===== src/rtl/input_buffer_rd_ctrl.sv =====
// Read sequencer for the activation input buffer.
// Walks one feature-map row per pass with stride s and issues one read per
// NUM_RDATA-wide window. The final window of a row pops the remaining tail so
// the next row starts aligned at the buffer head. It also gates upstream
// loading from the buffer fill flags and reports layer completion.
module input_buffer_rd_ctrl #(
   parameter int unsigned NUM_RDATA     = 3,
   parameter int unsigned FF_ADDR_WIDTH = 4,
   parameter int unsigned ROW_WIDTH     = 8
) (
   input  logic                     clk,
   input  logic                     rst,
   input  logic                     i_start,
   input  logic [ROW_WIDTH-1:0]     i_row_len,
   input  logic [ROW_WIDTH-1:0]     i_num_rows,
   input  logic [1:0]               i_stride,
   input  logic                     i_pe_ready,
   input  logic [FF_ADDR_WIDTH:0]   i_buf_counter,
   input  logic                     i_buf_half,
   input  logic                     i_buf_full,
   input  logic                     i_buf_rd_vld,
   output logic                     o_buf_rd_req,
   output logic [FF_ADDR_WIDTH-1:0] o_buf_rd_step,
   output logic                     o_load_en,
   output logic                     o_busy,
   output logic                     o_done,
   output logic                     o_cfg_err
);

   // Wide enough that pos + s + NUM_RDATA and the buffer count never overflow.
   localparam int unsigned EXT_W = (ROW_WIDTH + 2 > FF_ADDR_WIDTH + 1) ?
                                   (ROW_WIDTH + 2) : (FF_ADDR_WIDTH + 1);

   typedef enum logic [2:0] {
      IDLE,
      WAIT_DATA,
      ISSUE,
      WAIT_VLD,
      DONE
   } state_t;

   state_t               state;
   logic [ROW_WIDTH-1:0] row_len;
   logic [ROW_WIDTH-1:0] num_rows;
   logic [1:0]           stride;
   logic [ROW_WIDTH-1:0] pos;
   logic [ROW_WIDTH-1:0] row;
   logic                 final_rd;

   logic [EXT_W-1:0]         pos_ext;
   logic [EXT_W-1:0]         len_ext;
   logic [EXT_W-1:0]         s_ext;
   logic [EXT_W-1:0]         cnt_ext;
   logic [EXT_W-1:0]         step_ext;
   logic                     is_last;
   logic                     data_ok;
   logic                     cfg_bad;
   logic [FF_ADDR_WIDTH-1:0] step;

   // Window geometry for the current pos: last-window detect and pop step.
   always_comb begin
      pos_ext  = EXT_W'(pos);
      len_ext  = EXT_W'(row_len);
      s_ext    = EXT_W'(stride);
      cnt_ext  = EXT_W'(i_buf_counter);
      is_last  = (pos_ext + s_ext + EXT_W'(NUM_RDATA)) > len_ext;
      step_ext = is_last ? (len_ext - pos_ext) : s_ext;
      step     = step_ext[FF_ADDR_WIDTH-1:0];
      data_ok  = i_pe_ready && (cnt_ext >= EXT_W'(NUM_RDATA)) && (cnt_ext >= step_ext);
      cfg_bad  = (i_row_len < ROW_WIDTH'(NUM_RDATA)) || (i_stride == 2'd0) ||
                 (i_num_rows == '0);
   end

   // Upstream may write only while a layer runs and the buffer has headroom.
   assign o_load_en = o_busy & ~i_buf_half & ~i_buf_full;

   // Sequencer FSM; pulse outputs are registered on entry to their state.
   always_ff @(posedge clk) begin
      if (rst) begin
         state         <= IDLE;
         row_len       <= '0;
         num_rows      <= '0;
         stride        <= '0;
         pos           <= '0;
         row           <= '0;
         final_rd      <= 1'b0;
         o_buf_rd_req  <= 1'b0;
         o_buf_rd_step <= '0;
         o_busy        <= 1'b0;
         o_done        <= 1'b0;
         o_cfg_err     <= 1'b0;
      end else begin
         o_buf_rd_req  <= 1'b0;
         o_buf_rd_step <= '0;
         o_done        <= 1'b0;
         o_cfg_err     <= 1'b0;
         case (state)
            IDLE: begin
               if (i_start) begin
                  if (cfg_bad) begin
                     o_cfg_err <= 1'b1;
                  end else begin
                     row_len  <= i_row_len;
                     num_rows <= i_num_rows;
                     stride   <= i_stride;
                     pos      <= '0;
                     row      <= '0;
                     o_busy   <= 1'b1;
                     state    <= WAIT_DATA;
                  end
               end
            end
            WAIT_DATA: begin
               // pos is stable into ISSUE, so the step registered here is the one used there.
               if (data_ok) begin
                  o_buf_rd_req  <= 1'b1;
                  o_buf_rd_step <= step;
                  state         <= ISSUE;
               end
            end
            ISSUE: begin
               if (is_last) begin
                  pos      <= '0;
                  row      <= row + ROW_WIDTH'(1);
                  final_rd <= (row == num_rows - ROW_WIDTH'(1));
               end else begin
                  pos      <= pos + ROW_WIDTH'(stride);
                  final_rd <= 1'b0;
               end
               state <= WAIT_VLD;
            end
            WAIT_VLD: begin
               if (i_buf_rd_vld) begin
                  if (final_rd) begin
                     o_done <= 1'b1;
                     state  <= DONE;
                  end else begin
                     state <= WAIT_DATA;
                  end
               end
            end
            DONE: begin
               o_busy <= 1'b0;
               state  <= IDLE;
            end
            default: begin
               o_busy <= 1'b0;
               state  <= IDLE;
            end
         endcase
      end
   end

endmodule


===== config.mk =====
export PLATFORM = sky130hd
export DESIGN_NAME = input_buffer_rd_ctrl
export DESIGN_NICKNAME = d
export VERILOG_FILES = /design/src/rtl/input_buffer_rd_ctrl.sv
export SDC_FILE = /design/constraint.sdc
export NUM_CORES = 1
export LEC_CHECK = 0
export BUFFER_PORTS_ARGS = -buffer_cell sky130_fd_sc_hd__buf_2
export CORE_MARGIN = 2
export CORE_UTILIZATION = 50
export DETAILED_ROUTE_END_ITERATION = 10
export PLACE_DENSITY = 0.7
export SLEW_MARGIN = 20
export SYNTH_ARGS = -nofsm -noshare
export SYNTH_HDL_FRONTEND = slang
export SYNTH_SLANG_ARGS = --single-unit

===== constraint.sdc =====
create_clock -name clk -period 7.8 [get_ports clk]
set_clock_uncertainty 0.05 [all_clocks]
set_input_delay 1.56 -clock clk [delete_from_list [all_inputs] [get_ports clk]]
set_output_delay 1.56 -clock clk [all_outputs]
set_load 0.03 [all_outputs]

### After elaboration in Yosys (flattened, before gate mapping)

Index checks and enable logic that the tools add are counted.

| word-level totals | value |
|---|---|
| register bits after elaboration | 46 |
| logic and storage cells | 81 |

| operators by class | value |
|---|---|
| add/subtract/negate cells | 6 |
| magnitude comparators | 4 |
| equal/unequal tests | 9 |
| mux-type cells | 20 |
| bitwise logic cells | 12 |
| reductions and logical operators | 18 |

Operator list:

| cell | count |
|---|---|
| 8-bit 2-to-1 mux | 4 |
| 8-bit case mux with 2 select lines | 2 |
| 3-bit 2-to-1 mux | 5 |
| 3-bit case mux with 4 select lines | 1 |
| 3-bit OR reduction | 4 |
| 9-bit by 2-bit adder with 10-bit output, second input constant | 1 |
| 5-bit by 10-bit >= comparator with 1-bit output | 1 |
| 10-bit by 8-bit greater-than comparator with 1-bit output | 1 |
| 10-bit 2-to-1 mux | 1 |
| 2-bit inequality test, second input constant | 5 |
| 1-bit NOT | 10 |
| 8-bit by 2-bit adder with 9-bit output | 1 |
| 3-bit AND reduction | 3 |
| 8-bit by 8-bit subtractor with 9-bit output | 1 |
| 8-bit by 1-bit adder with 8-bit output, second input constant | 1 |
| 8-bit by 2-bit adder with 8-bit output | 1 |
| 8-bit equality test | 1 |
| 8-bit logical NOT | 1 |
| 8-bit by 2-bit < comparator with 1-bit output, second input constant | 1 |
| 4-bit AND reduction | 2 |
| 8-bit by 1-bit subtractor with 8-bit output, second input constant | 1 |
| 3-bit by 2-bit equality test with 1-bit output, second input constant | 2 |
| 1-bit 2-to-1 mux | 6 |
| 5-bit by 2-bit >= comparator with 1-bit output, second input constant | 1 |
| other kinds (9) | 12 |

### Logic depth before layout (Yosys ltp)

| logic depth | value |
|---|---|
| depth after elaboration | 8 |
| mapped depth | 25 |

### Worst setup path after synthesis

No wires, ideal clock.

| timing path | value |
|---|---|
| path type | register to register |
| start point | reg pos[1] |
| end point | reg state[1] |
| data arrival time | 4.373 ns |
| setup slack | 3.261 ns |
| stages on the path, launching flop included | 26 |
| path buffers | 2 |
| cell sequence | dfxtp_1 -> inv_1 -> ha_1 -> inv_1 -> ha_1 -> inv_1 -> fa_1 -> nor2_1 -> xnor2_1 -> ha_1 -> a211o_1 -> a21oi_1 -> a31oi_1 -> or2_1 -> buf_2 -> buf_2 -> nor2_1 -> a21oi_1 -> ha_1 -> nand2b_1 -> a211oi_1 -> o21ai_0 -> o211ai_1 -> or3_1 -> o21ba_2 -> a31o_2 |

| between the ends | value |
|---|---|
| longest elaborated chain between the ends | 8 |

RTL lines:

| element | RTL line | source |
|---|---|---|
| start: declaration | 46 | `logic [ROW_WIDTH-1:0] pos;` |
| start signal: assignment | 127 | `pos <= pos + ROW_WIDTH'(stride);` |
| 8-bit by 2-bit adder with 9-bit output | 66 | `is_last = (pos_ext + s_ext + EXT_W'(NUM_RDATA)) > len_ext;` |
| 9-bit by 2-bit adder with 10-bit output | 66 |  |
| 10-bit by 8-bit greater-than comparator with 1-bit output | 66 |  |
| 10-bit 2-to-1 mux | 67 | `step_ext = is_last ? (len_ext - pos_ext) : s_ext;` |
| via step_ext[0] | 54 | `logic [EXT_W-1:0] step_ext;` |
| 5-bit by 10-bit >= comparator with 1-bit output | 69 | `data_ok = i_pe_ready && (cnt_ext >= EXT_W'(NUM_RDATA)) && (cnt_ext >= step_ext);` |
| 1-bit logical AND | 69 |  |
| 2-bit inequality test (no line) | - |  |
| 4-bit AND reduction (no line) | - |  |
| end signal: assignment | 80 | `state <= IDLE;` |
| end signal: assignment | 109 | `state <= WAIT_DATA;` |
| end signal: assignment | 118 | `state <= ISSUE;` |
| end: declaration | 42 | `state_t state;` |

The timed path passes the listed nets, and every way through them passes these cells.
A chain may end at the register's enable or synchronous reset.

### Worst setup path in the final report

| timing path | value |
|---|---|
| start point | reg stride[1] |
| end point | reg state[1] |

| between the ends | value |
|---|---|
| longest elaborated chain between the ends | 8 |

RTL lines:

| element | RTL line | source |
|---|---|---|
| start: declaration | 45 | `logic [1:0] stride;` |
| start signal: assignment | 105 | `stride <= i_stride;` |
| 8-bit by 2-bit adder with 9-bit output | 66 |  |
| 9-bit by 2-bit adder with 10-bit output | 66 |  |
| 10-bit by 8-bit greater-than comparator with 1-bit output | 66 |  |
| 10-bit 2-to-1 mux * | 67 |  |
| 5-bit by 10-bit >= comparator with 1-bit output * | 69 |  |
| 1-bit logical AND * | 69 |  |
| 2-bit inequality test (no line) * | - |  |
| 4-bit AND reduction (no line) * | - |  |

Every way passes the cells marked *; elsewhere a longest branch is shown, timed or not.

==> reports/summary.txt <==
Status: completed
Most frequent cells in the layout: nand2_1 (56), dfxtp_1 (46), a21oi_1 (40)
Crit path max fanout: 10
First-pass GRT wire length: 11,700 um
Largest net degree at the start of global routing: 29
Crit path DAT: 5.27 ns
Antenna-violating nets left: 0
Post-CTS setup repair buffer count: 0
Synth Area in Compound Gates: 0.174
Area growth, synth to finish: 10.4%
CTS tree: done
Adder-Cell Fraction of Synth Area: 0.138
Mapped Avg Cell Area: 7.98 um2
H-tree depth: 2
Fin. max-slew vios: 0
Syn Inst Count: 384
Clock-pin slew on the worst setup and hold paths: 0.09 ns
Final nets: 477
Cell Pwr Density: 179 nW/um2
HP Start: num_rows[1]
Synth Area in Simple Gates: 0.252
Net Switching: 207 uW
Initial Utilization: 0.517
Core area: 5920 um2
TNS Setup: 0 ns
IO Count: 39
R2r endpoint: state[1]
Initial DRC count: 186
Tightest Hold Check Type: reg -> reg
Die Ht: 82.3 um
Combinational Power Share: 0.298
Detailed Routing Iterations Pass 1: 4
Synth Net Count: 446
Num rows: 28
Input/output buffers: 38
Internal power: 397 uW
Hold Path Sink: num_rows[1]
Ys Warns: 0
Final Power: 604 uW
Util after Layout: 0.571
Async S/R FF share, synth: 0
GRT Total Usage: 0.220
Synth Flop Type: dfxtp_1
DP HPWL: 5320 um
Seq pwr share: 0.430
Mapped cell area: 3060 um2
DR vias: 2,761
Clock sinks: 46
Finish-stage setup viols: 0
GRT Residual Overflow: 0
Latest clock arrival within the worst-skew pair: 0.30 ns
Post-synth EDFFs: 0
Initial antenna violation count: 0
Vias in the first global route: 2,529
Worst Reg2Reg Path Length in Cells: 22
Final GP Congestion: 0.869
Mux share of post-synthesis cell area: 0.00694
Max-cap violations: 0
Tightest Pin Transition: 0.806 ns
CTS resizes: 0
#FFs+latches synth: 46
Leak Pwr: 0.00135 uW
Ratio of cells with drive above 1 in the final layout: 0.147
Routed WL: 6870 um
Part of the power in the clock network: 0.272
RSZ-0062 raised after global routing: no
Highest clock rate: 198 MHz
Clk buf depth: 2
Library cells used by synthesis: 61
DRC: 0
Via density: 5.62
Die W: 82.3 um
Switching share of power: 0.343
Worst hold stages: 2
XOR/XNOR Fraction of Synth Area: 0.0658
Worst R2R Start: stride[1]
Period utilization: 0.649
CP Class: reg -> reg
ANT cells: 0
Die area: 6770 um2
Slew HR: 0.462
Fin crit period: 5.06 ns
Critical Path RT: 8.01 ns
Setup slack, reg-to-reg: 2.74 ns
Crit. End Element: register
Sequential area share after synthesis: 0.301
Nature of the critical path startpoint: register
CTS Buf Count: 5
Final hold violation count: 0
WL per Instance: 14.0 um
Post-CTS Hold Buffers: 0
Root buf cell: clkbuf_8
Most common cell after layout, fill and taps aside: nand2_1
Peak VDD IR: 138 uV
Largest family of logic cells by synthesized area: simple AND/OR/NAND/NOR gates
## worst max-delay path, cell delays in order (launching register included)
cell and delay, ns:
dfxtp_1 0.44, inv_1 0.07, ha_1 0.30, inv_1 0.06
ha_1 0.15, inv_1 0.05, fa_1 0.43, nor2_1 0.16
xnor2_1 0.13, ha_1 0.27, a211o_1 0.26, a21oi_1 0.12
a31oi_1 0.16, nor2_1 0.65, nand2_1 0.14, a21boi_0 0.17
ha_1 0.31, a211oi_1 0.05, o21ai_0 0.18, o211ai_1 0.12
or3_1 0.36, o21ba_2 0.26, a31o_2 0.09
## worst max path at each step
stage | startpoint | end | depth (start not counted)
after floorplan | pos[1] | state[1] | 25
after global placement | stride[1] | state[1] | 23
after detailed placement | stride[1] | state[1] | 22
after CTS | stride[1] | state[1] | 22
after global routing | pos[1] | state[1] | 22
final | stride[1] | state[1] | 22
## cell type report
type                            instances  area (um2)
Clock buffer                            7        96.3
Multi-Input combinational cell        292        1950
Timing Repair Buffer                   38         190
Sequential cell                        46         921
Clock inverter                          1        8.76
Inverter                               32         120
Fill cell                             568        2540
Tap cell                               75        93.8
## metal layers
layer,vias to the layer above,global-route usage,part of all wire
met5,-,0,0
met4,0,0.0400,0.0076
met3,4,0.0326,0.040
met1,1301,0.314,0.51
met2,61,0.356,0.44
li1,1395,-,-
## registers in the layout (all words and copies together), names as in the netlist
signal / flops
stride: 2
pos: 8
o_cfg_err: 1
o_done: 1
state: 3
o_busy: 1
final_rd: 1
num_rows: 8
o_buf_rd_req: 1
o_buf_rd_step: 4
row_len: 8
row: 8
## logic make-up (layout without fill, tap and decap cells)
group | count (synthesis) | after routing
flip-flops | 46 | 46
adder cells (fa/ha/maj) | 32 | 32
XOR/XNOR | 23 | 23
AO/OA/AOI/OAI | 83 | 83
multiplexers | 2 | 2
AND/OR/NAND/NOR | 152 | 152
buffers and inverters | 46 | 78
## per-stage QoR
| step | hold slack [ns] | instance area, um2 | setup WS [ns] | instances |
|---|---|---|---|---|
| detailed placement | 0.421 | 3280 | 2.79 | 483 |
| floorplan | 0.399 | 3060 | 3.26 | 384 |
| CTS | 0.441 | 3380 | 2.76 | 491 |
| global placement | 0.419 | 3280 | 2.93 | 483 |
| finish | 0.440 | 3380 | 2.74 | 491 |
| global route | 0.463 | 3380 | 2.28 | 491 |
## cell usage after synthesis (2+ instances only)
cell type	n	area (um2)
a211o_1	2	17.5
a21oi_1	40	200
a31oi_1	2	12.5
and3_1	2	12.5
and4_1	2	17.5
buf_2	5	25.0
clkbuf_1	7	26.3
dfxtp_1	46	921
fa_1	3	60.1
ha_1	29	363
inv_1	32	120
nand2_1	56	210
nand2b_1	2	12.5
nand3_1	16	80.1
nand3b_1	3	22.5
nand4_1	8	50.1
nor2_1	31	116
nor2b_1	3	18.8
nor3_1	9	45.0
nor3b_1	3	22.5
nor4_1	3	18.8
nor4b_4	2	47.6
o2111ai_1	2	17.5
o211ai_1	3	22.5
o21a_1	2	15.0
o21ai_0	12	60.1
or2_1	2	12.5
or3_1	3	18.8
xnor2_1	17	149
xor2_1	6	52.6
## power groups by stage
| stage | clock network (uW) | logic (uW) | registers (uW) |
|---|---|---|---|
| 2_1_floorplan | 0 | 140 | 263 |
| 3_3_place_gp | 0 | 174 | 265 |
| 3_5_place_dp | 0 | 179 | 265 |
| 4_1_cts | 166 | 179 | 260 |
| 5_1_grt | 176 | 201 | 262 |
| 6_report | 164 | 180 | 260 |
Power figures use the tool's default switching activity.
